`src/rtl/riscv_pkg.sv`:
```
// Shared RV32 core types and constants.
// Divider op encodings and FSM states live here with XLEN.
package riscv_pkg;

  localparam int XLEN = 32;

  typedef enum logic [1:0] {
    DIV  = 2'b00,
    DIVU = 2'b01,
    REM  = 2'b10,
    REMU = 2'b11
  } div_op_t;

  typedef enum logic [1:0] {
    IDLE,
    CALC,
    DONE
  } div_state_t;

  function automatic logic [XLEN-1:0] neg_if(
    input logic [XLEN-1:0] v,
    input logic            s
  );
    return s ? -v : v;
  endfunction

endpackage

```
`src/rtl/div_unit.sv`:
```
// Iterative restoring radix-2 RV32M divider (EX stage).
// One quotient bit per cycle; special cases bypass CALC.
module div_unit
  import riscv_pkg::*;
(
  input  logic            clk,
  input  logic            rst,
  input  logic            start,
  input  logic            flush,
  input  div_op_t         op,
  input  logic [XLEN-1:0] operand_a,
  input  logic [XLEN-1:0] operand_b,
  output logic            busy,
  output logic            done,
  output logic [XLEN-1:0] result
);

  localparam int CNT_W = $clog2(XLEN);
  localparam logic [XLEN-1:0] MIN_NEG = {1'b1, {(XLEN-1){1'b0}}};

  div_state_t      state_q, state_d;
  logic [CNT_W-1:0] cnt_q, cnt_d;
  logic [XLEN-1:0] dq_q, dq_d;
  logic [XLEN-1:0] rem_q, rem_d;
  logic [XLEN-1:0] dvs_q, dvs_d;
  logic [XLEN-1:0] res_q, res_d;
  div_op_t         op_q, op_d;
  logic            nq_q, nq_d;
  logic            nr_q, nr_d;

  logic [XLEN:0]   rem_sh;
  logic [XLEN-1:0] diff;
  logic            ge;
  logic            sgn;
  logic            is_rem_q;

  // dq_q holds the dividend; quotient bits shift in from the LSB.
  assign rem_sh   = {rem_q, dq_q[XLEN-1]};
  assign diff     = rem_sh[XLEN-1:0] - dvs_q;
  assign ge       = rem_sh >= {1'b0, dvs_q};
  assign sgn      = (op == DIV) || (op == REM);
  assign is_rem_q = (op_q == REM) || (op_q == REMU);

  always_comb begin
    state_d = state_q;
    cnt_d   = cnt_q;
    dq_d    = dq_q;
    rem_d   = rem_q;
    dvs_d   = dvs_q;
    res_d   = res_q;
    op_d    = op_q;
    nq_d    = nq_q;
    nr_d    = nr_q;
    unique case (state_q)
      IDLE: begin
        if (start && !flush) begin
          op_d = op;
          if (operand_b == '0) begin
            res_d   = (op == REM || op == REMU) ? operand_a : '1;
            state_d = DONE;
          end else if (sgn && operand_a == MIN_NEG &&
                       operand_b == '1) begin
            res_d   = (op == REM) ? '0 : MIN_NEG;
            state_d = DONE;
          end else begin
            nq_d    = sgn & (operand_a[XLEN-1] ^ operand_b[XLEN-1]);
            nr_d    = sgn & operand_a[XLEN-1];
            dq_d    = neg_if(operand_a, sgn & operand_a[XLEN-1]);
            dvs_d   = neg_if(operand_b, sgn & operand_b[XLEN-1]);
            rem_d   = '0;
            cnt_d   = CNT_W'(XLEN-1);
            state_d = CALC;
          end
        end
      end
      CALC: begin
        dq_d  = {dq_q[XLEN-2:0], ge};
        rem_d = ge ? diff : rem_sh[XLEN-1:0];
        if (cnt_q == '0) begin
          state_d = DONE;
          res_d   = is_rem_q ? neg_if(rem_d, nr_q)
                             : neg_if(dq_d, nq_q);
        end else begin
          cnt_d = cnt_q - 1'b1;
        end
      end
      DONE: state_d = IDLE;
      default: state_d = IDLE;
    endcase
    if (flush && state_q != IDLE) begin
      state_d = IDLE;
      res_d   = res_q;
    end
  end

  always_ff @(posedge clk) begin
    if (rst) begin
      state_q <= IDLE;
      cnt_q   <= '0;
      dq_q    <= '0;
      rem_q   <= '0;
      dvs_q   <= '0;
      res_q   <= '0;
      op_q    <= DIV;
      nq_q    <= 1'b0;
      nr_q    <= 1'b0;
    end else begin
      state_q <= state_d;
      cnt_q   <= cnt_d;
      dq_q    <= dq_d;
      rem_q   <= rem_d;
      dvs_q   <= dvs_d;
      res_q   <= res_d;
      op_q    <= op_d;
      nq_q    <= nq_d;
      nr_q    <= nr_d;
    end
  end

  assign busy   = state_q != IDLE;
  assign done   = (state_q == DONE) && !flush;
  assign result = res_q;

endmodule

```
`config.mk`:
```
export PLATFORM = sky130hd
export DESIGN_NAME = div_unit
export DESIGN_NICKNAME = d
export VERILOG_FILES = /design/src/rtl/riscv_pkg.sv /design/src/rtl/div_unit.sv
export SDC_FILE = /design/constraint.sdc
export NUM_CORES = 1
export LEC_CHECK = 0
export BUFFER_PORTS_ARGS = -buffer_cell sky130_fd_sc_hd__buf_2
export CAP_MARGIN = 30
export CORE_MARGIN = 2
export CORE_UTILIZATION = 45
export CTS_BUF_LIST = sky130_fd_sc_hd__clkbuf_16
export DETAILED_ROUTE_END_ITERATION = 8
export SYNTH_ARGS = -nofsm -noshare
export SYNTH_HDL_FRONTEND = slang
export SYNTH_SLANG_ARGS = --single-unit
```
`constraint.sdc`:
```
create_clock -name clk -period 5.95 [get_ports clk]
set_input_delay 0 -clock clk [delete_from_list [all_inputs] [get_ports clk]]
set_output_delay 0 -clock clk [all_outputs]
set_load 0.01 [all_outputs]
```
==> metrics.txt <==
Crit. End Element=flip-flop; Crit Reg-Reg Startpoint=rem_q[14]; hold worst-path end=result[15]; global-route usage over all layers=between 20% and 30%; Setup Skew=~0.015 ns; final setup fails=0; cell count after placement=around 1900; clock sink count=about 140; max_slew headroom=35.2%; CP Launch Type=flip-flop; Final Hold Fails=3; outcome=complete, but fails checks; Hold WS=-0.0235 ns; worst slew pin tran=0.964 ns; die area=about 27000 um2; setup slack, reg-to-reg=~1.1 ns; Initial Util=45.6%; main flop type after synthesis=dfxtp_1; detailed placer's ending HPWL=a little under 30 mm; Hold Crit Depth=3; Synth async-reset ratio=0%; routed via count=11900; Routed Antenna Nets=0; Yosys cell types=97; RSZ-0062 raised after global routing=false; synth warn=0; I/O pin total=~100; Die Span X=between 150 and 200 um; vias in the first global route=between 10000 and 15000; Site Rows=58; DIE HEIGHT=164 um; postcts setup bufs=0; Mapped Area=11400 um2; Cells after Synth=1562; # H-tree levels=4; clock latency on the worst-skew pair=approximately 0.45 ns; Worst Hold Class=in2reg; DRC=0; total power=between 4 and 5 mW; r2r endpoint=result[24]; CTS resizes=0; Placer Congestion=roughly 0.95; core area=about 25000 um2; first-pass GRT wire length=roughly 60 mm; Power per Cell Area=between 300 and 400 nW/um2; setup TNS=0 ns; clock buffer depth=2; area growth from synthesis to layout=13.8%; routed wire length per instance=approximately 20 um; post-synthesis sequential area ratio=roughly a quarter; Leak=approximately 5.1 nW; fin cells=1980; Slew Viols, Final=0; Pre-Repair DR Iteration Count=8; grt ovf=0; maximum vdd drop=175 uV; Layout Nets=1747; Final Cycle Share=around 82%; Clock Root Buffer=clkbuf_16; Max Fclk=204 MHz; CP arrival=~5.2 ns; Antenna diodes=0; initial antenna violation count=0; failing checks=negative hold slack; share of layout cells above drive strength 1=between 10% and 20%; vias per std cell=6.02; Synth Register Bits=138; CP required=between 6 and 7 ns; fin crit period=4.89 ns; largest net degree at the start of global routing=85; CP Max Fanout=17; Num CTS Buffers=17; CTS tree=yes; min-delay src=operand_a[15]; Mean Syn Cell Area=7.33 um2; Max Cap Violations=0; drt total wl=~39 mm; Post-synth EDFFs=0; Buffers on Ports=~100; CP Class=reg2reg; worst reg-to-reg path cell count=16; Worst-path clk slew=0.07 ns; detailed router's first-iteration violation count=1153; post-synth net total=between 1500 and 2000
-- cell type report --
type	count	area (um2)
Multi-Input combinational cell	1267	8020
Inverter	59	224
Timing Repair Buffer	154	1030
Clock buffer	17	425
Fill cell	2592	12100
Sequential cell	138	2760
Tap cell	330	413
Clock inverter	15	158
-- stage by stage --
step	setup WS, ns	utilization [%]	area, um2
6_report	1.06	51.9	13000
5_1_grt	0.599	51.9	13000
4_1_cts	1.15	51.8	13000
3_5_place_dp	1.15	48.2	12100
3_3_place_gp	1.31	48.0	12100
2_1_floorplan	1.63	-	11400
-- worst max-delay path, cell delays in order, from the launching register on --
cell	delay (ns)
dfxtp_1	0.35
ha_1	0.49
nand4_2	0.22
nor4_1	0.54
a21oi_1	0.16
o211a_1	0.32
nand2_4	0.23
nand2_1	0.10
o21ai_0	0.16
ha_1	0.30
o211ai_1	0.15
nor4bb_1	0.66
o221ai_2	0.28
o41ai_2	0.35
xor2_1	0.20
a221oi_1	0.10
a21o_1	0.17
-- cells in the mapped netlist, drive strengths merged (5+ instances only) --
cell type | instances | area, um2
nand4 | 21 | 138
or3 | 11 | 73.8
xnor2 | 52 | 455
or2 | 7 | 43.8
nor2 | 239 | 897
nand3 | 30 | 150
a221oi | 6 | 52.6
a21o | 19 | 159
clkbuf | 66 | 272
a211oi | 73 | 578
dfxtp | 138 | 2760
o21a | 7 | 52.6
nor3b | 5 | 37.5
nand2b | 17 | 106
o221ai | 14 | 135
nor3 | 43 | 236
nand3b | 8 | 60.1
o21ai | 91 | 470
mux2i | 18 | 180
a311oi | 9 | 78.8
inv | 59 | 224
and2 | 6 | 37.5
xor2 | 79 | 692
a22oi | 17 | 128
buf | 32 | 203
o21bai | 7 | 60.1
ha | 39 | 488
or4 | 10 | 75.1
o41ai | 11 | 104
nor4 | 20 | 138
nand2 | 129 | 492
nor2b | 11 | 68.8
a31oi | 13 | 87.6
o31ai | 26 | 209
and4 | 5 | 45.0
o211ai | 15 | 113
and3 | 12 | 77.6
a21oi | 142 | 718
-- kinds of logic after synthesis --
| family | count (synthesis) | share of synthesized area [%] |
|---|---|---|
| XOR/XNOR | 131 | 10.0 |
| buffers and inverters | 157 | 6.10 |
| AO/OA/AOI/OAI | 495 | 29.6 |
| AND/OR/NAND/NOR | 581 | 23.9 |
| flip-flops | 138 | 24.1 |
| adder cells (fa/ha/maj) | 40 | 4.44 |
| multiplexers | 20 | 1.77 |
-- routing by layer --
layer  track usage [%]  vias to the layer above  share of wire, %
li1                  -                     5832                 -
met1              40.3                     5584                46
met2              44.5                      429                43
met3              5.99                       84               6.9
met4              12.0                        0               4.0
met5                 0                        -                 0
-- cell usage in the layout, fill, tap and decap left out, drive strengths merged, types with 8 or more instances in the layout --
cell and instances:
ha 39, nand2 129, or3 11, nor2 239
a22oi 17, and3 12, a21o 19, nand4 21
dfxtp 138, nand3 30, o211ai 15, nor2b 11
o21ai 91, a211oi 73, inv 66, xor2 79
a311oi 9, nor4 20, o31ai 26, mux2i 18
dlygate4sd3 31, xnor2 52, or4 10, nand3b 8
buf 123, nor3 43, o221ai 14, clkbuf 17
a21oi 142, o41ai 11, a31oi 13, nand2b 17
-- worst max-delay path by stage --
stage | from | to | slack [ns] | cells after the start
after global placement | rem_q[14] | result[24] | 1.31 | 16
after detailed placement | dvs_q[15] | result[24] | 1.15 | 17
after global routing | dvs_q[15] | result[24] | 0.60 | 17
final | rem_q[14] | result[24] | 1.06 | 16
after floorplan | dvs_q[12] | result[24] | 1.63 | 21
after CTS | dvs_q[8] | result[24] | 1.15 | 17
-- what timing repair did --
item,4_1_cts,5_1_grt
setup endpoints to repair,0,0
endpoints found under the hold margin,50,0
hold buffers,31,0
-- state kept, by name (all words and copies together), names as in the netlist --
register / cells
nr_q: 1
nq_q: 1
result: 32
cnt_q: 5
dq_q: 32
rem_q: 32
state_q: 2
dvs_q: 32
op_q: 1
-- power breakdown --
part	switching (mW)	internal (mW)
logic	1.66	0.849
registers	0.0806	1.00
clock network	0.487	0.591
total	2.23	2.44
No activity file was read; power rests on OpenSTA's default activity.
